$ cat config.mk
export PLATFORM = sky130hd
export DESIGN_NAME = rst_seq_flat
export DESIGN_NICKNAME = d
export VERILOG_FILES = /design/src/rtl/rst_seq_pkg.sv /design/src/rtl/rst_seq_if.sv /design/src/rtl/rst_seq_sync_bit.sv /design/src/rtl/rst_seq.sv /design/src/flat_wrapper.sv
export SDC_FILE = /design/constraint.sdc
export NUM_CORES = 1
export LEC_CHECK = 0
export ABC_AREA = 0
export BUFFER_PORTS_ARGS = -buffer_cell sky130_fd_sc_hd__buf_2
export CELL_PAD_IN_SITES_DETAIL_PLACEMENT = 0
export CELL_PAD_IN_SITES_GLOBAL_PLACEMENT = 1
export CORE_ASPECT_RATIO = 1.4
export CORE_UTILIZATION = 50
export CTS_BUF_LIST = sky130_fd_sc_hd__clkbuf_4 sky130_fd_sc_hd__clkbuf_8
export DETAILED_ROUTE_END_ITERATION = 10
export PLACE_DENSITY_LB_ADDON = 0.25
export RECOVER_POWER = 25
export SYNTH_ARGS = -nofsm -noshare
export SYNTH_HDL_FRONTEND = slang
export SYNTH_SLANG_ARGS = --single-unit
$ cat constraint.sdc
create_clock -name clk -period 4.3 [get_ports clk]
set_input_delay 0.215 -clock clk [delete_from_list [all_inputs] [get_ports clk]]
set_output_delay 0.215 -clock clk [all_outputs]
set_load 0.02 [all_outputs]
$ cat src/rtl/rst_seq_pkg.sv
// Shared definitions for the reset sequencer and the diagnostic LED block.
package rst_seq_pkg;

  typedef enum logic [1:0] {
    WAIT_LOCK = 2'd0,
    HOLD      = 2'd1,
    STAGE     = 2'd2,
    RUN       = 2'd3
  } state_t;

  function automatic int max_int(input int a, input int b);
    return (a > b) ? a : b;
  endfunction

endpackage

$ cat src/rtl/rst_seq_if.sv
// Bundle of the sequencer's lock/request inputs and staged reset outputs.
interface rst_seq_if
  import rst_seq_pkg::*;
#(
  parameter int CNT_W = 8
) ();

  logic             clk_ok;
  logic             rst_req;
  logic             rst_per_n;
  logic             rst_cpu_n;
  logic             ready;
  logic [CNT_W-1:0] lock_loss_cnt;
  state_t           state;

  modport master (
    output clk_ok, rst_req,
    input  rst_per_n, rst_cpu_n, ready, lock_loss_cnt, state
  );

  modport slave (
    input  clk_ok, rst_req,
    output rst_per_n, rst_cpu_n, ready, lock_loss_cnt, state
  );

endinterface

$ cat src/rtl/rst_seq_sync_bit.sv
// Multi-stage flip-flop synchroniser for a single asynchronous bit.
// Clears to 0 so an unknown input reads as "not asserted" after reset.
module sync_bit #(
  parameter int STAGES = 2
) (
  input  logic clk,
  input  logic rst_n,
  input  logic i_d,
  output logic o_q
);

  logic [STAGES-1:0] r_sync;

  // Shift the asynchronous input through the synchroniser chain
  always_ff @(posedge clk or negedge rst_n) begin
    if (!rst_n) begin
      r_sync <= '0;
    end else begin
      r_sync <= {r_sync[STAGES-2:0], i_d};
    end
  end

  assign o_q = r_sync[STAGES-1];

endmodule

$ cat src/rtl/rst_seq.sv
// Staged reset sequencer: waits for a stable PLL lock, releases the
// peripheral reset, then the CPU reset, and counts lock losses.
module rst_seq
  import rst_seq_pkg::*;
#(
  parameter int SYNC_STAGES = 2,
  parameter int LOCK_HOLD   = 1024,
  parameter int STAGE_GAP   = 16,
  parameter int CNT_W       = 8
) (
  input  logic     clk,
  input  logic     rst_n,
  rst_seq_if.slave bus
);

  localparam int CW = $clog2(max_int(LOCK_HOLD, STAGE_GAP) + 1);
  localparam logic [CW-1:0] HOLD_LAST = CW'(LOCK_HOLD - 1);
  localparam logic [CW-1:0] GAP_LAST  = CW'(STAGE_GAP - 1);

  logic             w_lock_s;
  logic             w_lock_lost;
  state_t           w_next_state;
  logic [CW-1:0]    w_next_cnt;

  state_t           r_state;
  logic [CW-1:0]    r_cnt;
  logic             r_rst_per_n;
  logic             r_rst_cpu_n;
  logic             r_ready;
  logic [CNT_W-1:0] r_loss_cnt;

  sync_bit #(
    .STAGES (SYNC_STAGES)
  ) u_lock_sync (
    .clk   (clk),
    .rst_n (rst_n),
    .i_d   (bus.clk_ok),
    .o_q   (w_lock_s)
  );

  // Next state and counter; lock loss takes priority over a reset request
  always_comb begin
    w_next_state = r_state;
    w_next_cnt   = r_cnt;
    w_lock_lost  = 1'b0;
    case (r_state)
      WAIT_LOCK: begin
        w_next_cnt = '0;
        if (w_lock_s) begin
          w_next_state = HOLD;
        end
      end
      HOLD: begin
        if (!w_lock_s) begin
          w_next_state = WAIT_LOCK;
          w_next_cnt   = '0;
          w_lock_lost  = 1'b1;
        end else if (bus.rst_req) begin
          w_next_cnt = '0;
        end else if (r_cnt == HOLD_LAST) begin
          w_next_state = STAGE;
          w_next_cnt   = '0;
        end else begin
          w_next_cnt = r_cnt + 1'b1;
        end
      end
      STAGE: begin
        if (!w_lock_s) begin
          w_next_state = WAIT_LOCK;
          w_next_cnt   = '0;
          w_lock_lost  = 1'b1;
        end else if (bus.rst_req) begin
          w_next_state = HOLD;
          w_next_cnt   = '0;
        end else if (r_cnt == GAP_LAST) begin
          w_next_state = RUN;
          w_next_cnt   = '0;
        end else begin
          w_next_cnt = r_cnt + 1'b1;
        end
      end
      RUN: begin
        if (!w_lock_s) begin
          w_next_state = WAIT_LOCK;
          w_next_cnt   = '0;
          w_lock_lost  = 1'b1;
        end else if (bus.rst_req) begin
          w_next_state = HOLD;
          w_next_cnt   = '0;
        end
      end
      default: begin
        w_next_state = WAIT_LOCK;
        w_next_cnt   = '0;
      end
    endcase
  end

  // Register state, counter, decoded outputs and the saturating loss count
  always_ff @(posedge clk or negedge rst_n) begin
    if (!rst_n) begin
      r_state     <= WAIT_LOCK;
      r_cnt       <= '0;
      r_rst_per_n <= 1'b0;
      r_rst_cpu_n <= 1'b0;
      r_ready     <= 1'b0;
      r_loss_cnt  <= '0;
    end else begin
      r_state     <= w_next_state;
      r_cnt       <= w_next_cnt;
      r_rst_per_n <= (w_next_state == STAGE) || (w_next_state == RUN);
      r_rst_cpu_n <= (w_next_state == RUN);
      r_ready     <= (w_next_state == RUN);
      if (w_lock_lost && (r_loss_cnt != {CNT_W{1'b1}})) begin
        r_loss_cnt <= r_loss_cnt + 1'b1;
      end
    end
  end

  assign bus.state         = r_state;
  assign bus.rst_per_n     = r_rst_per_n;
  assign bus.rst_cpu_n     = r_rst_cpu_n;
  assign bus.ready         = r_ready;
  assign bus.lock_loss_cnt = r_loss_cnt;

endmodule

$ cat src/flat_wrapper.sv
// flat-port wrapper written by rule: the top's interface ports become plain ports
module rst_seq_flat import rst_seq_pkg::*;
#(
  parameter int SYNC_STAGES = 2,
  parameter int LOCK_HOLD   = 1024,
  parameter int STAGE_GAP   = 16,
  parameter int CNT_W       = 8
)
  (clk, rst_n, bus_clk_ok, bus_rst_req, bus_rst_per_n, bus_rst_cpu_n, bus_ready, bus_lock_loss_cnt, bus_state);
  rst_seq_if #(.CNT_W(CNT_W)) bus_i ();
  input  logic clk;
  input  logic rst_n;
  input wire logic [$bits(bus_i.clk_ok)-1:0] bus_clk_ok;
  input wire logic [$bits(bus_i.rst_req)-1:0] bus_rst_req;
  output wire logic [$bits(bus_i.rst_per_n)-1:0] bus_rst_per_n;
  output wire logic [$bits(bus_i.rst_cpu_n)-1:0] bus_rst_cpu_n;
  output wire logic [$bits(bus_i.ready)-1:0] bus_ready;
  output wire logic [$bits(bus_i.lock_loss_cnt)-1:0] bus_lock_loss_cnt;
  output wire logic [$bits(bus_i.state)-1:0] bus_state;
  assign bus_i.clk_ok = bus_clk_ok;
  assign bus_i.rst_req = bus_rst_req;
  assign bus_rst_per_n = bus_i.rst_per_n;
  assign bus_rst_cpu_n = bus_i.rst_cpu_n;
  assign bus_ready = bus_i.ready;
  assign bus_lock_loss_cnt = bus_i.lock_loss_cnt;
  assign bus_state = bus_i.state;
  rst_seq #(.SYNC_STAGES(SYNC_STAGES), .LOCK_HOLD(LOCK_HOLD), .STAGE_GAP(STAGE_GAP), .CNT_W(CNT_W)) u_core (.clk(clk), .rst_n(rst_n), .bus(bus_i));
endmodule
==> Word level (Yosys, flattened, before mapping) <==
Index checks and enable logic that the tools add are counted.
{ "word_totals": {"regBits": 25, "in_bits": 4, "word_cells": 42} }
{ "op_classes": {"n_addsub": 2, "eq_ne": 9, "n_mux": 21, "n_reduce_logical": 4} }
{ "op_table": {"columns": ["cell", "n"], "rows": [
  ["$mux 11", 8],
  ["$pmux 11 s4", 1],
  ["$mux 2", 9],
  ["$add 11x1->11 const B", 1],
  ["$eq 11x10->1 const B", 1],
  ["$eq 11x4->1 const B", 1],
  ["$add 8x1->8 const B", 1],
  ["$eq 2x2->1 const B", 4],
  ["$ne 8x8->1 const B", 1],
  ["$pmux 2 s4", 1],
  ["$ne 3x3->1 const B", 1],
  ["$reduce_or 3->1", 1],
  ["$eq 2x1->1 const B", 1],
  ["$logic_not 2->1", 1],
  ["$mux 1", 2],
  ["$logic_and 1x1->1", 1],
  ["$logic_or 1x1->1", 1]
]} }

==> Logic depth before layout (Yosys ltp) <==
{ "logic_depth": {"word_depth": 7, "ltp_mapped": 7, "mapped_depth_nobuf": 7} }

==> By module <==
Synthesis repeated with hierarchy kept, for this count alone.
{ "hier_totals": {"hier_cells": 134, "hier_area_um2": 1378.8} }
{ "by_module_without_submodules": {"columns": ["module", "instances", "cells_per_inst", "area_each_um2", "seq_area_each_um2"], "rows": [
  ["rst_seq", 1, 132, 1328.8, 575.6],
  ["sync_bit", 1, 2, 50.0, 50.0]
]} }

==> Least setup slack after synthesis <==
No wires, ideal clock.
{ "synth_timing": {"path_kind": "flip-flop to flip-flop", "start": "register u_core.r_state[0] (netlist: u_core.bus.state[0])", "end": "register u_core.r_loss_cnt[1] (netlist: u_core.bus.lock_loss_cnt[1])", "setup_time_ns": 0.125, "t_arrival_ns": 1.923, "required_ns": 4.175, "setup_slack_ns": 2.252, "path_stages_with_launch": 6, "path_cell_list": "dfrtp_1 inv_1 ha_1 or2_2 a31oi_1 mux2_2"} }
{ "synth_between": {"elab_chain_len": 4, "elab_cells_between_ends": 6, "cone_classes": "eq/ne (3); mux (1); reduce/logical (2)"} }
{ "synth_lines": {"columns": ["element", "line", "source"], "rows": [
  ["start: declaration", "rst_seq.sv:25", "state_t r_state;"],
  ["start signal: assignment", "rst_seq.sv:109", "r_state <= w_next_state;"],
  ["$eq 2x1->1 or $eq 2x2->1 (tied branches)", "rst_seq.sv:46", "case (r_state)"],
  ["$reduce_or 3->1 (no source line) (*)", null, null],
  ["$mux 1 (*)", null, null],
  ["$logic_and 1x1->1 (*)", "rst_seq.sv:114", "if (w_lock_lost && (r_loss_cnt != {CNT_W{1'b1}})) begin"],
  ["end signal: assignment", "rst_seq.sv:115", "r_loss_cnt <= r_loss_cnt + 1'b1;"],
  ["end: declaration", "rst_seq.sv:30", "logic [CNT_W-1:0] r_loss_cnt;"]
]} }
Mark *: on every way between the ends. The rest lies on a longest branch, timed or not.
A chain may end at the register's enable or synchronous reset.

==> Worst setup path in the final report <==
Same ends and word-level chain as after synthesis.

==> metrics.txt <==
# TYPE chip_impl_metric gauge
chip_impl_info{name="status",value="complete, no violations"} 1
chip_impl_metric{name="leakagePower",unit="nW"} 0.651
chip_impl_metric{name="floorplan.io_pins",unit=""} 17
chip_impl_info{name="critical_path.startpoint_type",value="register"} 1
chip_impl_info{name="tritoncts",value="yes"} 1
chip_impl_info{name="worst-setup-path-type",value="reg2reg"} 1
chip_impl_metric{name="drt-total-wl",unit="mm"} 2.56
chip_impl_metric{name="synth_nets",unit=""} 140
chip_impl_metric{name="worst_setup_hold_path_clk_slew",unit="ps"} 130
chip_impl_metric{name="drive_above_1_share",unit=""} 0.180
chip_impl_info{name="crit_path_end_kind",value="register"} 1
chip_impl_metric{name="tritoncts_num_sinks",unit=""} 25
chip_impl_metric{name="grt_pass1_wl",unit="mm"} 4.39
chip_impl_metric{name="numCtsBuffers",unit=""} 3
chip_impl_info{name="clk_root_buffer_cell",value="clkbuf_4"} 1
chip_impl_metric{name="nets",unit=""} 161
chip_impl_metric{name="max_cap_viol_count",unit=""} 0
chip_impl_metric{name="gr-total-overflow",unit=""} 0
chip_impl_metric{name="buffer_ports.inserted",unit=""} 16
chip_impl_metric{name="totalNegativeSetupSlack",unit="ps"} 0
chip_impl_metric{name="max_clock_freq",unit="GHz"} 0.465
chip_impl_metric{name="firstDrtPassIters",unit=""} 4
chip_impl_info{name="layout.cells.most_common",value="dfrtp_1"} 1
chip_impl_metric{name="core-area",unit="sq um"} 2470
chip_impl_metric{name="detail-route-antenna-nets",unit=""} 0
chip_impl_metric{name="yosys_warnings",unit=""} 0
chip_impl_info{name="yosysTopAreaCell",value="dfrtp_1"} 1
chip_impl_metric{name="wl_per_cell",unit="microns"} 13.9
chip_impl_metric{name="via_count_of_the_first_global_routing_pass",unit=""} 1009
chip_impl_metric{name="max_slew.worst_pin.slew",unit="ps"} 1300
chip_impl_metric{name="drc",unit=""} 0
chip_impl_metric{name="post-route-min-period",unit="ps"} 2150
chip_impl_metric{name="routed-via-count",unit=""} 1033
chip_impl_metric{name="worst-path-max-fanout",unit=""} 8
chip_impl_metric{name="gr-usage-all-layers",unit=""} 0.208
chip_impl_metric{name="timing.hold.ws",unit="ps"} 281
chip_impl_metric{name="drv_slew",unit=""} 0
chip_impl_metric{name="areaGrowthSynthToFinish",unit="%"} 11.9
chip_impl_metric{name="avgViaCountPerCell",unit=""} 5.61
chip_impl_metric{name="start_util",unit=""} 0.541
chip_impl_metric{name="clock_tree.buffer_depth",unit=""} 2
chip_impl_metric{name="chipHeight",unit="microns"} 63.1
chip_impl_metric{name="syn_avg_cell_area",unit="sq um"} 10.3
chip_impl_metric{name="dieWidth",unit="microns"} 45.7
chip_impl_metric{name="timing.final.setup_violations",unit=""} 0
chip_impl_metric{name="arrival",unit="ps"} 2370
chip_impl_info{name="grt_setup_unrepaired",value="no"} 1
chip_impl_metric{name="synth.lib_cells_used.distinct",unit=""} 38
chip_impl_metric{name="dieArea",unit="sq um"} 2880
chip_impl_metric{name="grt_max_degree",unit=""} 26
chip_impl_info{name="worst_hold_path_type",value="in2reg"} 1
chip_impl_metric{name="worst_slew_margin_rel",unit=""} 0.130
chip_impl_metric{name="grt_antenna_before_repair",unit=""} 0
chip_impl_metric{name="hold_vio_cnt_final",unit=""} 0
chip_impl_metric{name="cts-htree-levels",unit=""} 1
chip_impl_metric{name="synth_area",unit="sq um"} 1340
chip_impl_metric{name="post-synth-top-area-fraction",unit=""} 0.469
chip_impl_info{name="synth.area.top_cells",value="dfrtp_1 (47%), xnor2_1 (7.2%), ha_1 (5.6%)"} 1
chip_impl_metric{name="globalplace.congestion",unit=""} 0.826
chip_impl_metric{name="clkLatencyLatePin",unit="ps"} 310
chip_impl_metric{name="first_iter_violations",unit=""} 15
chip_impl_metric{name="worst_clock_skew",unit="ps"} 1.62
chip_impl_metric{name="yosysSeqAreaShare",unit=""} 0.469
chip_impl_info{name="layout.cells.most_common_list",value="dfrtp_1 (25), nor2_1 (16), buf_2 (15)"} 1
chip_impl_metric{name="placement_rows",unit=""} 21
chip_impl_metric{name="diodes",unit=""} 0
chip_impl_metric{name="cts_setup_buffers",unit=""} 0
chip_impl_metric{name="peakVddDrop",unit="uV"} 291
chip_impl_metric{name="fin_crit_sh",unit=""} 0.501
chip_impl_metric{name="power_per_cell_area",unit="nW/um^2"} 416
chip_impl_metric{name="worstPathRequired",unit="ps"} 4520
chip_impl_metric{name="cell_count_after_synthesis",unit=""} 130
chip_impl_metric{name="yosys_register_bits",unit=""} 25
chip_impl_metric{name="dp_hpwl",unit="mm"} 1.89
==> critical path, cell delays in order (launching register included) <==
cell and delay [ps]:
dfrtp_1 490, inv_1 100, ha_1 290, or2_2 330, a31oi_1 460, mux2_2 390
==> sequential cells by signal, summed over array words and instances, names as in the netlist <==
register and count:
u_core.bus.lock_loss_cnt 8, u_core.bus.state 2, u_core.r_cnt 11, u_core.bus.rst_per_n 1, u_core.bus.rst_cpu_n 1, u_core.u_lock_sync.r_sync 2
==> through the flow <==
stage	area [sq um]	util	worst slack, ps	cells	total power [mW]
after floorplan	1340	-	2250	130	0.447
after global placement	1450	0.585	2300	178	0.506
after detailed placement	1450	0.585	2180	178	0.513
after CTS	1500	0.605	2140	184	0.626
after global routing	1490	0.605	1990	184	0.662
final	1490	0.605	2150	184	0.621
==> repair_timing <==
item,in CTS,in global routing
gates resized for setup,0,0
hold buffers,2,0
endpoints found under the hold margin,26,0
==> logic make-up after synthesis <==
family	synth area share
adders and majority gates	0.0562
xor gates and xnor gates	0.0984
AOI/OAI and AO/OA	0.0975
muxes	0.00843
buffers and inverters	0.0206
DFF	0.469
and+or+nand+nor	0.250
==> path summary, 6_finish.rpt <==
check | slack [ps] | cells past startpoint | endpoint | start
min reg2reg | 370 | 0 | u_core.u_lock_sync.r_sync[1] | u_core.u_lock_sync.r_sync[0]
max | 2150 | 5 | u_core.bus.lock_loss_cnt[1] | u_core.bus.state[0]
min | 280 | 3 | u_core.bus.state[1] | bus_rst_req
max reg2reg | 2150 | 5 | u_core.bus.lock_loss_cnt[1] | u_core.bus.state[0]
min in group asynchronous | 710 | 2 | u_core.bus.rst_per_n | rst_n
max in group asynchronous | 2840 | 2 | u_core.bus.lock_loss_cnt[5] | rst_n
==> routing by layer <==
| layer | vias up | global-route usage | share of wire |
|---|---|---|---|
| met1 | 503 | 0.264 | 0.43 |
| met5 | - | 0 | 0 |
| met4 | 0 | 0.0833 | 0.019 |
| met2 | 19 | 0.345 | 0.52 |
| li1 | 506 | - | - |
| met3 | 5 | 0.0258 | 0.024 |
==> report_power, final <==
part / internal [mW] / switching, mW / total [mW]
Clock: 0.0426 / 0.0675 / 0.110
Sequential: 0.267 / 0.0485 / 0.316
Combinational: 0.0784 / 0.117 / 0.195
==> final cells by class <==
cell class,instances,area [sq um]
Multi-Input combinational cell,99,682
Fill cell,247,976
Timing Repair Buffer,18,98.8
Tap cell,34,42.5
Inverter,4,15.0
Clock buffer,4,30.0
Sequential cell,25,626
==> synthesized netlist by cell type (all sizes together) <==
cell     number
a41o          1
a2bb2oi       1
nor2b         1
nand3        10
o2bb2ai       1
and2          1
nor3          3
or3           3
nand3b        4
dfrtp        25
a41oi         1
and3          1
nand2         8
nor2         16
ha            6
a221o         1
inv           4
nand4b        1
nand4         8
xnor2        11
o211a         1
nor4b         1
xor2          4
nand2b        2
o311ai        1
buf           2
nor4          2
a31oi         1
o21ai         4
mux2          1
or2           1
a21oi         2
a211oi        1
(Power assumes the default switching activity.)
